--- config.mk ---
export PLATFORM = sky130hd
export DESIGN_NAME = serial_tx
export DESIGN_NICKNAME = d
export VERILOG_FILES = /design/src/rtl/serial_pkg.sv /design/src/rtl/serial_tx_bit_timer.sv /design/src/rtl/serial_tx.sv
export SDC_FILE = /design/constraint.sdc
export NUM_CORES = 1
export LEC_CHECK = 0
export CAP_MARGIN = 15
export CELL_PAD_IN_SITES_DETAIL_PLACEMENT = 0
export CELL_PAD_IN_SITES_GLOBAL_PLACEMENT = 1
export CORE_MARGIN = 4
export CORE_UTILIZATION = 37
export DETAILED_ROUTE_END_ITERATION = 6
export GPL_TIMING_DRIVEN = 0
export PLACE_DENSITY = 0.69
export SKIP_LAST_GASP = 1
export SLEW_MARGIN = 20
export SYNTH_ARGS = -nofsm -noshare
export SYNTH_HDL_FRONTEND = slang
export SYNTH_SLANG_ARGS = --single-unit
--- constraint.sdc ---
create_clock -name clk -period 1.4 [get_ports clk]
set_input_delay 0.28 -clock clk [delete_from_list [all_inputs] [get_ports clk]]
set_output_delay 0.28 -clock clk [all_outputs]
set_load 0.005 [all_outputs]
--- src/rtl/serial_pkg.sv ---
// rtl/serial_pkg.sv - shared types and constants for the serial link transmitter and receiver
package serial_pkg;

    // Frame phases: start bit, data bits LSB first, optional parity, stop bit.
    typedef enum logic [2:0] {
        IDLE  = 3'd0,
        START = 3'd1,
        DATA  = 3'd2,
        PAR   = 3'd3,
        STOP  = 3'd4
    } tx_state_e;

    // Line levels: the line idles high so a pulled-up pad reads as idle.
    localparam logic TX_IDLE  = 1'b1;
    localparam logic TX_START = 1'b0;

    // Number of bit periods in one frame: start + data + parity + stop.
    function automatic int frame_bits(input int width, input int parity);
        return 2 + width + parity;
    endfunction

endpackage

--- src/rtl/serial_tx_bit_timer.sv ---
// rtl/serial_tx_bit_timer.sv - bit-period counter shared by the serial transmitter and receiver
//
// Ports:
//   clk, rst_n : clock, asynchronous active-low reset
//   clear      : restart the bit period from zero (frame start)
//   enable     : count this clock
//   bit_end    : high on the last clock of the current bit period
module bit_timer #(
    parameter int CLKS_PER_BIT = 4
) (
    input  logic clk,
    input  logic rst_n,
    input  logic clear,
    input  logic enable,
    output logic bit_end
);

    localparam int CNT_W = $clog2(CLKS_PER_BIT + 1);
    localparam logic [CNT_W-1:0] LAST_CNT = CNT_W'(CLKS_PER_BIT - 1);

    logic [CNT_W-1:0] cnt;

    assign bit_end = enable && (cnt == LAST_CNT);

    always_ff @(posedge clk or negedge rst_n) begin
        if (!rst_n) begin
            cnt <= '0;
        end else if (clear) begin
            cnt <= '0;
        end else if (enable) begin
            // Wrap on the last clock so the next bit starts at zero.
            cnt <= bit_end ? '0 : cnt + 1'b1;
        end
    end

endmodule

--- src/rtl/serial_tx.sv ---
// rtl/serial_tx.sv - parallel-to-serial frame transmitter (start, data LSB first, optional even parity, stop)
//
// Ports:
//   clk, rst_n : clock, asynchronous active-low reset
//   data       : word to send, sampled only when accepted
//   valid      : producer offers data
//   ready      : transmitter can accept (IDLE only)
//   tx         : serial line, idle/stop = 1, start = 0
//   busy       : frame in progress
module serial_tx
    import serial_pkg::*;
#(
    parameter int WIDTH        = 9,
    parameter int CLKS_PER_BIT = 4,
    parameter int PARITY       = 0
) (
    input  logic             clk,
    input  logic             rst_n,
    input  logic [WIDTH-1:0] data,
    input  logic             valid,
    output logic             ready,
    output logic             tx,
    output logic             busy
);

    localparam int IDX_W = $clog2(WIDTH + 1);
    localparam logic [IDX_W-1:0] LAST_IDX = IDX_W'(WIDTH - 1);

    tx_state_e        state;
    tx_state_e        state_next;
    logic [WIDTH-1:0] shreg;
    logic [IDX_W-1:0] bit_idx;
    logic             par_bit;
    logic             accept;
    logic             bit_end;

    assign accept = valid && (state == IDLE);

    bit_timer #(
        .CLKS_PER_BIT(CLKS_PER_BIT)
    ) u_bit_timer (
        .clk    (clk),
        .rst_n  (rst_n),
        .clear  (accept),
        .enable (state != IDLE),
        .bit_end(bit_end)
    );

    always_ff @(posedge clk or negedge rst_n) begin
        if (!rst_n) begin
            state <= IDLE;
        end else begin
            state <= state_next;
        end
    end

    // Outputs decode only the registered state and datapath, never valid or
    // data, so reset forces tx high immediately through the state register.
    always_comb begin
        state_next = state;
        tx         = TX_IDLE;
        ready      = 1'b0;
        busy       = 1'b1;
        case (state)
            IDLE: begin
                ready = 1'b1;
                busy  = 1'b0;
                if (accept) begin
                    state_next = START;
                end
            end
            START: begin
                tx = TX_START;
                if (bit_end) begin
                    state_next = DATA;
                end
            end
            DATA: begin
                tx = shreg[0];
                if (bit_end && (bit_idx == LAST_IDX)) begin
                    state_next = (PARITY != 0) ? PAR : STOP;
                end
            end
            PAR: begin
                tx = par_bit;
                if (bit_end) begin
                    state_next = STOP;
                end
            end
            STOP: begin
                tx = TX_IDLE;
                if (bit_end) begin
                    state_next = IDLE;
                end
            end
            default: begin
                state_next = IDLE;
            end
        endcase
    end

    // The shift register consumes the word, so parity is taken from the
    // word as it is latched and held for the parity bit period.
    always_ff @(posedge clk or negedge rst_n) begin
        if (!rst_n) begin
            shreg   <= '0;
            bit_idx <= '0;
            par_bit <= 1'b0;
        end else if (accept) begin
            shreg   <= data;
            bit_idx <= '0;
            par_bit <= ^data;
        end else if ((state == DATA) && bit_end) begin
            shreg   <= shreg >> 1;
            bit_idx <= bit_idx + 1'b1;
        end
    end

endmodule

==> flow_metrics.py, run 1 <==
metrics = {
    "cells_and_area": {
        "final_common_cell": "dfrtp_1",
        "nNetsFinal": 163,
        "antennaDiodeCount": 0,
        "area_delta_synth_final_pct": 35.5,
        "post-route-util": 0.544,
        "drive_gt1_frac": 0.384,
        "mostFrequentLayoutCells": "18 x dfrtp_1, 16 x nand2_1, 11 x clkdlybuf4s50_1, 11 x buf_4",
    },
    "synthesis": {
        "ys_warn_count": 0,
        "synthArstFlopShare": 1.00,
        "synth_nets": 130,
        "synth_top_area_cell": "dfrtp_1",
        "synth_top_area_frac": 0.437,
        "synth_area_mm2": 0.00115,
        "synth_seq_cells": 20,
        "synthFlopType": "dfrtp_1",
        "synth-seq-area-share": 0.437,
        "syn_area_per_cell_um2": 9.97,
        "synth_area_leaders": "dfrtp_1 44%, a21oi_2 6.1%, nand2_1 5.6%, xnor2_1 5.3%, a21oi_1 4.4%",
        "synth_cell_types": 31,
        "netlist_instances": 115,
        "synth_edf_count": 0,
    },
    "grt": {
        "grt_util_met3": 0.0320,
        "busiest_layer": "met2",
        "grt-ovfl-total": 0,
        "grt_pass1_vias": 965,
        "gr-usage-all-layers": 0.139,
        "grt_pass1_wl_mm": 4.37,
        "use_met1": 0.177,
        "gr-usage-met2": 0.224,
        "antenna_found_initial": 0,
        "grt_max_degree": 21,
    },
    "clock_tree": {
        "cts_made_buffers": 3,
        "cts_root_buf": "clkbuf_4",
        "clock-sinks": 20,
        "cts_tree": "yes",
        "htreeDepth": 1,
        "ctsHoldBuffers": 0,
        "cts.clk_slew.worst_paths_ns": 0.11,
        "ctsLongestPathBuffers": 2,
        "clk_latency_ns": 0.30,
    },
    "critical_path": {
        "arrival_ns": 1.26,
        "worstPathMaxFanout": 5,
        "reg2reg_slack_ns": -0.13,
        "critical_path_required_ns": 1.12,
        "critPathKind": "reg -> out",
        "worst-r2r-cell-count": 8,
        "r2r-end": "shreg[5]",
        "crit_path_start_kind": "flip-flop",
        "critPathMostFrequentCell": "buf_6",
        "end_kind": "primary output",
        "slowest_delay_ns": 0.40,
        "timing.rr.start": "state[0]",
        "cp_cell_sequence": "buf_6 -> nor3_4 -> buf_6 -> buf_6",
        "slowest_stage": "dfrtp_1",
    },
    "floorplanning": {
        "die-area_mm2": 0.00405,
        "start_util": 0.402,
        "die_height_um": 63.7,
        "pin_count": 15,
        "die_x_um": 63.7,
        "rows": 19,
        "core_region_area_mm2": 0.00285,
    },
    "worst_hold_path": {
        "hold_path_class": "in -> async",
    },
    "timing": {
        "period_needed_ns": 1.54,
        "hold_viol": 0,
        "finalCritPeriodShare": 1.10,
        "max_slew_margin": 0.364,
        "setup_tns_ns": -1.39,
        "fmax_ghz": 0.651,
        "worst_slack_ns": -0.137,
        "drv_slew": 0,
        "worstMarginPinSlew_ns": 0.951,
        "skew_ns": 0.00196,
        "rsz0062_at_grt": "true",
        "setup_violations": 18,
    },
    "outcome": {
        "status": "finished, violations left",
        "violations": "setup timing",
    },
    "pwr": {
        "powerDensity_mw_per_mm2": 1830,
        "irDropWorstVdd_uv": 1010,
        "p_leak_nw": 0.662,
    },
    "placement": {
        "gp_congestion": 0.723,
        "portBuffers": 14,
        "dpl.hpwl_mm": 1.64,
    },
    "routing": {
        "drt-initial-drc-count": 15,
        "vias": 907,
        "vias_per_cell": 5.12,
        "wl_mm": 2.59,
        "detail_route.wl_per_cell_um": 14.7,
        "drc_errors": 0,
        "drtAntennaViolNets": 0,
        "drtPass1Iterations": 4,
    },
    "run": {
        "max-cap-violations": 0,
    },
}
## per-layer routing
layer	routed length, µm	share of wire	up-vias
li1	-	-	452
met1	1200	0.46	437
met2	1280	0.49	12
met3	60	0.023	6
met4	52	0.020	0
met5	0	0	-
## worst max-delay path by stage
stage / startpoint / to
floorplan: u_bit_timer.cnt[0] / state[1]
global placement: data[3] / par_bit
detailed placement: data[3] / par_bit
CTS: state[2] / ready
global route: state[0] / ready
finish: state[0] / ready
## sequential cells by signal, summed over array words and instances (netlist names)
register,flops
shreg,9
u_bit_timer.cnt,3
state,3
par_bit,1
bit_idx,4
## stage by stage
stage	instance area (µm²)	total power [mW]	setup WS, ns	cells	hold WS, ns
global route	1550	3.11	-0.187	177	0.560
floorplan	1150	1.75	0.0543	115	-0.0156
CTS	1470	2.66	-0.105	175	0.504
finish	1550	2.85	-0.137	177	0.495
detailed placement	1330	2.10	-0.322	160	0.474
global placement	1330	2.07	-0.338	160	0.468
## power by group
part / internal, mW / total [mW] / switching [mW]
sequential: 0.805 / 0.959 / 0.154
combinational: 0.857 / 1.61 / 0.751
clock: 0.100 / 0.282 / 0.181
## final cells by class
cell class | instances | area [µm²]
Buffer | 4 | 53.8
Clock buffer | 3 | 22.5
Fill cell | 275 | 1300
Inverter | 6 | 22.5
Multi-Input combinational cell | 86 | 676
Sequential cell | 20 | 503
Tap cell | 31 | 38.8
Timing Repair Buffer | 27 | 236
## critical path, delay by kind of cell (launching register included)
family / cells / cell delay, ns
simple gates: 1 / 0.21
buf+inv: 3 / 0.35
flops: 1 / 0.40
## cells by family after synthesis
kind of cell	after synthesis	synth area share
XOR/XNOR	10	0.0884
AO/OA/AOI/OAI	26	0.152
AND/OR/NAND/NOR	46	0.240
adder cells (fa/ha/maj)	3	0.0328
buffers and inverters	10	0.0502
flip-flops	20	0.437
## cell usage after synthesis, drive strengths merged (2+ instances only)
cell type / instances
nand2: 18
nor3: 2
a21oi: 18
xnor2: 7
o21ai: 3
dfrtp: 20
nor2: 13
ha: 3
xor2: 2
a31o: 2
inv: 6
buf: 4
nand3: 4
## timing repair
| item | in CTS | in global routing |
|---|---|---|
| gates cloned | 1 | 0 |
| endpoints found under the hold margin | 0 | 0 |
| resized for setup | 27 | 16 |
| setup endpoints to repair | 15 | 20 |
| buffers inserted | 11 | 2 |
| pin swaps | 4 | 9 |
Note: power is estimated with default switching activity, not from simulation.
==> run 2, diff against run 1 <==
--- a/config.mk
+++ b/config.mk
@@ -13,6 +13,7 @@
 export DETAILED_ROUTE_END_ITERATION = 6
 export GPL_TIMING_DRIVEN = 0
 export PLACE_DENSITY = 0.69
+export RECOVER_POWER = 50
 export SKIP_LAST_GASP = 1
 export SLEW_MARGIN = 20
 export SYNTH_ARGS = -nofsm -noshare
==> results of run 2 <==
Same layout as run 1: the final DEF is identical, and so are final timing and power.
